[src/rtl/ram_line_xfer_pkg.sv]
// ---------------------------------------------------------------------------
// ram_line_xfer_pkg
// Shared definitions for the cache-line <-> RAM burst engine: beat geometry,
// FSM state encoding and the beat-slice helper. The cache side uses the same
// line width and beat order (beat k = line[16k+15:16k], LSB beat first).
// ---------------------------------------------------------------------------
package ram_line_xfer_pkg;

    localparam int WORD_W = 16;
    localparam int LINE_W = 64;
    localparam int BEATS  = LINE_W / WORD_W;

    // Terminal value of the 2-bit beat counter.
    localparam logic [1:0] LAST_BEAT = 2'(BEATS - 1);

    localparam logic [2:0] ST_IDLE     = 3'd0;
    localparam logic [2:0] ST_WR_BEATS = 3'd1;
    localparam logic [2:0] ST_WR_WAIT  = 3'd2;
    localparam logic [2:0] ST_RD_WAIT  = 3'd3;
    localparam logic [2:0] ST_RD_BEATS = 3'd4;
    localparam logic [2:0] ST_RESP     = 3'd5;

    typedef enum logic [2:0] {
        S_IDLE     = ST_IDLE,
        S_WR_BEATS = ST_WR_BEATS,
        S_WR_WAIT  = ST_WR_WAIT,
        S_RD_WAIT  = ST_RD_WAIT,
        S_RD_BEATS = ST_RD_BEATS,
        S_RESP     = ST_RESP
    } xfer_state_e;

    // Beat k of a line.
    function automatic logic [WORD_W-1:0] beat_slice(input logic [LINE_W-1:0] line,
                                                     input logic [1:0]        k);
        return line[int'(k)*WORD_W +: WORD_W];
    endfunction

endpackage

[src/rtl/ram_line_beat_shift.sv]
// ---------------------------------------------------------------------------
// ram_line_beat_shift
// Line-wide shift/assemble register. A parallel load followed by shifts
// presents the line one beat at a time on beat_o (LSB beat first); shifting
// in read beats at the top assembles a line whose first beat ends up in the
// LSB slot after BEATS shifts.
// Ports:
//   clk_i      clock
//   load_i     parallel load of line_i (priority over shift)
//   shift_i    shift one beat toward the LSB, beat_i entering at the top
//   line_i     line to load
//   beat_i     beat shifted in at the top
//   beat_o     current LSB beat
//   shifted_o  value the register takes on a shift (used to capture the
//              completed read line together with its last beat)
// Holds data only, so it carries no reset.
// ---------------------------------------------------------------------------
module ram_line_beat_shift
    import ram_line_xfer_pkg::*;
(
    input  logic              clk_i,
    input  logic              load_i,
    input  logic              shift_i,
    input  logic [LINE_W-1:0] line_i,
    input  logic [WORD_W-1:0] beat_i,
    output logic [WORD_W-1:0] beat_o,
    output logic [LINE_W-1:0] shifted_o
);

    logic [LINE_W-1:0] line_q;
    logic [LINE_W-1:0] line_d;

    assign shifted_o = {beat_i, line_q[LINE_W-1:WORD_W]};
    assign beat_o    = beat_slice(line_q, 2'd0);

    always_comb begin
        line_d = line_q;
        if (load_i) begin
            line_d = line_i;
        end else if (shift_i) begin
            line_d = shifted_o;
        end
    end

    always_ff @(posedge clk_i) begin
        line_q <= line_d;
    end

endmodule

[src/rtl/ram_line_xfer.sv]
// ---------------------------------------------------------------------------
// ram_line_xfer
// Converts one cache-line request (read fill or write-back) into a 4-beat
// 16-bit RAM burst and, for reads, reassembles the returned beats into a line.
// Ports:
//   ram_clk, ram_rst_n      clock / asynchronous active-low reset
//   req_valid/req_ready     single-request handshake from the cache
//   req_rnw, req_addr       direction (1 = read) and line address
//   req_wdata               write-back line
//   rsp_valid               one-cycle completion pulse
//   rsp_rdata               last completed read line (held)
//   rsp_err                 ack timeout, qualified by rsp_valid
//   ram_avalid              one-cycle address strobe after accept
//   ram_rnw, ram_addr       burst direction / address, held until next accept
//   ram_wdata               write beat (0 outside the write beats)
//   ram_rdata, ram_ack      read beat / RAM acknowledge
// Optional feature: define RAM_LINE_XFER_TIMEOUT_EN to enable the ack
// watchdog (TIMEOUT_CYCLES wait cycles -> response with rsp_err=1).
// Without it rsp_err is 0 and the engine waits for ack indefinitely.
// ---------------------------------------------------------------------------
module ram_line_xfer
    import ram_line_xfer_pkg::*;
#(
    parameter int RAM_ADDR_SIZE  = 13,
    parameter int RAM_WORD_SIZE  = 16,
    parameter int LINE_WIDTH     = 64,
    parameter int TIMEOUT_CYCLES = 255
) (
    input  logic                     ram_clk,
    input  logic                     ram_rst_n,
    input  logic                     req_valid,
    input  logic                     req_rnw,
    input  logic [RAM_ADDR_SIZE-1:0] req_addr,
    input  logic [LINE_WIDTH-1:0]    req_wdata,
    output logic                     req_ready,
    output logic                     rsp_valid,
    output logic [LINE_WIDTH-1:0]    rsp_rdata,
    output logic                     rsp_err,
    output logic                     ram_avalid,
    output logic                     ram_rnw,
    output logic [RAM_ADDR_SIZE-1:0] ram_addr,
    output logic [RAM_WORD_SIZE-1:0] ram_wdata,
    input  logic [RAM_WORD_SIZE-1:0] ram_rdata,
    input  logic                     ram_ack
);

`ifdef RAM_LINE_XFER_TIMEOUT_EN
    localparam bit TO_EN = 1'b1;
`else
    localparam bit TO_EN = 1'b0;
`endif
    // Last count value before the watchdog fires.
    localparam logic [7:0] TO_LAST = 8'(TIMEOUT_CYCLES - 1);

    xfer_state_e state_q, state_d;
    logic [1:0]               cnt_q, cnt_d;
    logic [7:0]               tcnt_q, tcnt_d;
    logic                     err_q, err_d;
    logic                     avalid_q, avalid_d;
    logic                     rnw_q, rnw_d;
    logic [RAM_ADDR_SIZE-1:0] addr_q, addr_d;
    logic [LINE_WIDTH-1:0]    rsp_rdata_q, rsp_rdata_d;

    logic                     load;
    logic                     shift;
    logic [WORD_W-1:0]        beat_out;
    logic [LINE_W-1:0]        line_shifted;

    ram_line_beat_shift u_shift (
        .clk_i     (ram_clk),
        .load_i    (load),
        .shift_i   (shift),
        .line_i    (req_wdata),
        .beat_i    (ram_rdata),
        .beat_o    (beat_out),
        .shifted_o (line_shifted)
    );

    always_comb begin
        state_d     = state_q;
        cnt_d       = cnt_q;
        tcnt_d      = tcnt_q;
        err_d       = err_q;
        avalid_d    = 1'b0;
        rnw_d       = rnw_q;
        addr_d      = addr_q;
        rsp_rdata_d = rsp_rdata_q;
        load        = 1'b0;
        shift       = 1'b0;

        unique case (state_q)
            S_IDLE: begin
                if (req_valid) begin
                    load     = 1'b1;
                    avalid_d = 1'b1;
                    rnw_d    = req_rnw;
                    addr_d   = req_addr;
                    cnt_d    = '0;
                    tcnt_d   = '0;
                    err_d    = 1'b0;
                    state_d  = req_rnw ? S_RD_WAIT : S_WR_BEATS;
                end
            end
            S_WR_BEATS: begin
                // Beat 0 is already on ram_wdata in the avalid cycle.
                shift = 1'b1;
                cnt_d = cnt_q + 2'd1;
                if (cnt_q == LAST_BEAT) begin
                    tcnt_d  = '0;
                    state_d = S_WR_WAIT;
                end
            end
            S_WR_WAIT, S_RD_WAIT: begin
                if (ram_ack) begin
                    if (state_q == S_RD_WAIT) begin
                        // The ack cycle carries beat 0.
                        shift   = 1'b1;
                        cnt_d   = cnt_q + 2'd1;
                        state_d = S_RD_BEATS;
                    end else begin
                        state_d = S_RESP;
                    end
                end else if (TO_EN && (tcnt_q == TO_LAST)) begin
                    err_d   = 1'b1;
                    state_d = S_RESP;
                end else begin
                    tcnt_d = tcnt_q + 8'd1;
                end
            end
            S_RD_BEATS: begin
                // Beats follow back-to-back; ack level is not looked at here.
                shift = 1'b1;
                cnt_d = cnt_q + 2'd1;
                if (cnt_q == LAST_BEAT) begin
                    rsp_rdata_d = line_shifted;
                    state_d     = S_RESP;
                end
            end
            S_RESP: begin
                state_d = S_IDLE;
            end
            default: begin
                state_d = S_IDLE;
            end
        endcase
    end

    always_ff @(posedge ram_clk or negedge ram_rst_n) begin
        if (!ram_rst_n) begin
            state_q     <= S_IDLE;
            cnt_q       <= '0;
            tcnt_q      <= '0;
            err_q       <= 1'b0;
            avalid_q    <= 1'b0;
            rnw_q       <= 1'b0;
            addr_q      <= '0;
            rsp_rdata_q <= '0;
        end else begin
            state_q     <= state_d;
            cnt_q       <= cnt_d;
            tcnt_q      <= tcnt_d;
            err_q       <= err_d;
            avalid_q    <= avalid_d;
            rnw_q       <= rnw_d;
            addr_q      <= addr_d;
            rsp_rdata_q <= rsp_rdata_d;
        end
    end

    assign req_ready  = (state_q == S_IDLE);
    assign rsp_valid  = (state_q == S_RESP);
    assign rsp_err    = TO_EN && (state_q == S_RESP) && err_q;
    assign rsp_rdata  = rsp_rdata_q;
    assign ram_avalid = avalid_q;
    assign ram_rnw    = rnw_q;
    assign ram_addr   = addr_q;
    assign ram_wdata  = (state_q == S_WR_BEATS) ? beat_out : '0;

endmodule

[config.mk]
export PLATFORM = sky130hd
export DESIGN_NAME = ram_line_xfer
export DESIGN_NICKNAME = d
export VERILOG_FILES = /design/src/rtl/ram_line_xfer_pkg.sv /design/src/rtl/ram_line_beat_shift.sv /design/src/rtl/ram_line_xfer.sv
export SDC_FILE = /design/constraint.sdc
export NUM_CORES = 1
export LEC_CHECK = 0
export BUFFER_PORTS_ARGS = -buffer_cell sky130_fd_sc_hd__buf_2
export CORE_MARGIN = 1.5
export CORE_UTILIZATION = 35
export CTS_BUF_LIST = sky130_fd_sc_hd__clkbuf_16
export CTS_CLUSTER_SIZE = 14
export DETAILED_ROUTE_END_ITERATION = 16
export GPL_ROUTABILITY_DRIVEN = 0
export PLACE_DENSITY_LB_ADDON = 0.1
export SLEW_MARGIN = 20
export SYNTH_ARGS = -nofsm -noshare
export SYNTH_HDL_FRONTEND = slang
export SYNTH_SLANG_ARGS = --single-unit
[constraint.sdc]
create_clock -name ram_clk -period 3.5 [get_ports ram_clk]
set_input_delay 0.875 -clock ram_clk [delete_from_list [all_inputs] [get_ports ram_clk]]
set_output_delay 0.875 -clock ram_clk [all_outputs]
set_load 0.02 [all_outputs]
==> results summary <==
Summed over all layers, the global routing overflow is 0. The slew at the pin closest to its max-slew limit is just under 1 ns. Across the routed clock network, the largest skew measured is 0.00493 ns. In this run the worst hold path is classified as in2async. Once the floorplan was initialized, standard cells occupied 35.6% of the core. The die boundary width came out at 135 um. After clock tree synthesis, the clock-pin slew on the worst setup and hold paths is 0.06 ns.

The cell-internal power came out at 5.05 mW. The maximum number of pins on one net before global-route repair is 66. The worst setup path is captured at a primary output.

The core region is ~17,000 um^2. The number of warnings reported in the yosys synthesis log came out at 0. Net switching is 33.7% of the power. The library cell with the largest summed area after synthesis is sky130_fd_sc_hd__dfrtp_1. The global-route wire length before repair came out at 20,400 um. The worst slew margin relative to its limit came out at 35.3%. After clock tree synthesis, the flow added hold-fix buffers numbering 0.

The number of enable-type register cells in the synthesized netlist came out at 64. The global-route total usage across every layer is 14.8%. The tree is rooted in a sky130_fd_sc_hd__clkbuf_16. By area the synthesized netlist is led by sky130_fd_sc_hd__dfrtp_1, sky130_fd_sc_hd__edfxtp_1, sky130_fd_sc_hd__mux2_2. The setup slack of the critical path after layout came out at between 0.6 and 0.7 ns.

In this run the critical register-to-register path is captured at u_shift.line_q[1]$_DFFE_PP_. The height of the die is 135 um. The number of global-route vias before repair came to 3,938. In this run the static leakage power is 3.62 nW. The total cell area at the placement stage came out at 7300 um^2. The power share of the sequential group came out at 42.7%.

The sum of negative setup slack is 0 ns. The detail-routed via count per cell came out at around 4.6. STA classifies the critical path startpoint as a flop. The count of distinct cell types in the synthesized netlist is 29. The startpoint identified for the worst register-to-register timing path is state_q[1]$_DFFE_PN0P_. The maximum buffer depth of the clock tree came out at 2. Pin placement for this block handled 196 I/O pins. The final critical delay including setup and external delays is between 2 and 3 ns.

The final hold violation count was 0. The post-route clock period utilization came out at 80.8%. The number of cell instances on the worst register-to-register path is 4.

The upper clock frequency limit came out at 353 MHz. Dividing total power by cell area gives a power density of 973 nW/um^2. By count the netlist is led by sky130_fd_sc_hd__mux2_2, sky130_fd_sc_hd__dfrtp_1, sky130_fd_sc_hd__edfxtp_1.

The critical-path maximum fanout is 14. The first-pass iteration count of the detailed router is 4. The post-synthesis register bit count came out at between 100 and 150. The clock reaches the later pin of the worst-skew pair after 0.41 ns. The final non-filler cell area came out at approximately 7800 um^2.

The worst register-to-register path has a setup slack of 1.34 ns. Synthesis handed over a netlist of 360 instances. The first routing iteration left 104 violations. The total of endpoints with negative setup slack in the final report came out at 0. The standard-cell row count is 48. The routed length per instance is 16.5 um. The required arrival time at the worst endpoint is 2.62 ns. The pre-CTS setup slack came out at 1.07 ns. Once the clock tree was built, the setup fixing pass inserted 0 buffers. The number of cells upsized or downsized after cts came out at 0.

In this run, CTS created clock tree buffers numbering 17. In the routed design, unresolved DRC markers number 0. The area of the die is approximately 18,000 um^2. The average cell area after synthesis came out at 17.0 um^2. Detailed placement ended at an HPWL of 8800 um. The number of sinks handled by clock tree synthesis came out at 148. The wire length reported by the detailed router came out at between 10,000 and 15,000 um.

The max-slew violation count is 0. The initial antenna violation count came out at 2. TritonCTS built the clock tree. The switching component of the power is approximately 2.6 mW. The arrival time reported for the critical path endpoint came out at ~2 ns. The part of the total power dissipated in combinational logic came out at a little over a third. After the last flow step, the layout net total stands at 656. The synthesis-to-finish area growth is 27.9%.

The layout cell share with drive strength beyond 1 came out at 65.1%. The share of Yosys cell area claimed by the top area cell type came out at 34.3%. The synthesized netlist net count is around 460.

VDD sags by at most 0.000455 V. The clock network burns 21.3% of the power. The tool flagged a number of max-cap violations equal to 0.

Setup repair after global routing left no endpoint under its margin. The worst setup path category is reg2out. The port buffer count is 194.

The number of H-tree branching levels is 4. The area of the mapped netlist came out at 6120 um^2. In the post-synthesis netlist, the cell with the most instances is sky130_fd_sc_hd__mux2_2. After synthesis, the share of flip-flops with an asynchronous set or reset is 56.8%.

The most used flip-flop cell after synthesis is sky130_fd_sc_hd__dfrtp_1. The sequential element share of the synthesized area is 65.7%. The flow ran to the end, and the final reports show no timing, DRC or antenna violations.

The count of nets left with antenna violations once routing finished came out at 0. The routed layout has 3,653 vias.
[worst max-delay path, stage by stage, from the launching register on]
cell and delay, ns:
sky130_fd_sc_hd__dfrtp_1 0.57, sky130_fd_sc_hd__nand2b_1 0.15, sky130_fd_sc_hd__nor2_1 0.28, sky130_fd_sc_hd__buf_4 0.22
sky130_fd_sc_hd__and2_1 0.15, sky130_fd_sc_hd__buf_2 0.16
[stage by stage]
step / instances / util, % / hold WS [ns] / total power [mW]
floorplan: 360 / - / 0.477 / 5.14
global placement: 763 / 42.5 / 0.484 / 6.03
CTS: 795 / 45.6 / 0.438 / 7.75
detailed placement: 763 / 42.5 / 0.489 / 6.08
global route: 796 / 45.6 / 0.451 / 8.08
finish: 796 / 45.6 / 0.437 / 7.62
[flip-flops by register name, indices dropped and copies added (netlist names)]
register,cells
rsp_rdata,64
ram_avalid,1
u_shift.line_q,64
ram_addr,13
ram_rnw,1
state_q,3
cnt_q,2
[power by group through the flow]
| stage | clock (mW) | sequential, mW | combinational (mW) |
|---|---|---|---|
| floorplan | 0 | 3.66 | 1.47 |
| CTS | 1.68 | 3.27 | 2.80 |
| finish | 1.62 | 3.25 | 2.74 |
| global route | 1.75 | 3.37 | 2.96 |
| detailed placement | 0 | 3.29 | 2.79 |
| global placement | 0 | 3.27 | 2.76 |
[area by class of cell]
cell class	instances	area [um^2]
Tap cell	225	282
Timing Repair Buffer	199	1050
Clock inverter	15	98.8
Inverter	2	7.51
Antenna cell	1	2.50
Clock buffer	17	425
Multi-Input combinational cell	189	1940
Sequential cell	148	4020
Fill cell	1578	9350
[per-layer routing]
metal  GRT usage, %  wire length, um  up-vias
li1               -                -     1720
met1           18.0             5690     1784
met5              0               12        -
met3           6.47             1120       15
met4           6.03              191        2
met2           23.2             6080      132
[cell families after synthesis]
group | Yosys count | synth area share [%]
AO/OA/AOI/OAI | 10 | 1.23
flip-flops | 148 | 65.7
other | 1 | 0.0612
adder cells (fa/ha/maj) | 1 | 0.204
AND/OR/NAND/NOR | 33 | 3.11
buffers and inverters | 23 | 2.70
multiplexers | 143 | 26.8
XOR/XNOR | 1 | 0.143
[cells in the final DEF, fill, tap and decap left out, types with 2 or more instances in the layout]
| cell | n |
|---|---|
| sky130_fd_sc_hd__buf_2 | 193 |
| sky130_fd_sc_hd__mux2_2 | 134 |
| sky130_fd_sc_hd__dfrtp_1 | 84 |
| sky130_fd_sc_hd__edfxtp_1 | 64 |
| sky130_fd_sc_hd__clkbuf_16 | 17 |
| sky130_fd_sc_hd__and2_1 | 16 |
| sky130_fd_sc_hd__mux2_4 | 9 |
| sky130_fd_sc_hd__clkinv_1 | 7 |
| sky130_fd_sc_hd__nor2_1 | 4 |
| sky130_fd_sc_hd__nand2_1 | 4 |
| sky130_fd_sc_hd__o21ai_0 | 3 |
| sky130_fd_sc_hd__clkinv_2 | 3 |
| sky130_fd_sc_hd__buf_4 | 3 |
| sky130_fd_sc_hd__buf_12 | 3 |
| sky130_fd_sc_hd__nor3_1 | 2 |
| sky130_fd_sc_hd__a221o_1 | 2 |
| sky130_fd_sc_hd__inv_1 | 2 |
| sky130_fd_sc_hd__clkinvlp_4 | 2 |
[worst max-delay path by stage]
| stage | start | end | slack [ns] | cells past startpoint |
|---|---|---|---|---|
| 2_1_floorplan | ram_ack | u_shift.line_q[0]$_DFFE_PP_ | 0.59 | 3 |
| 3_3_place_gp | req_valid | u_shift.line_q[2]$_DFFE_PP_ | 1.10 | 4 |
| 3_5_place_dp | state_q[0]$_DFFE_PN0P_ | ram_wdata[8] | 1.07 | 5 |
| 4_1_cts | state_q[0]$_DFFE_PN0P_ | ram_wdata[8] | 0.62 | 5 |
| 5_1_grt | state_q[0]$_DFFE_PN0P_ | ram_wdata[15] | 0.49 | 5 |
| 6_report | state_q[0]$_DFFE_PN0P_ | ram_wdata[8] | 0.67 | 5 |
Note: power is estimated with default switching activity, not from simulation.
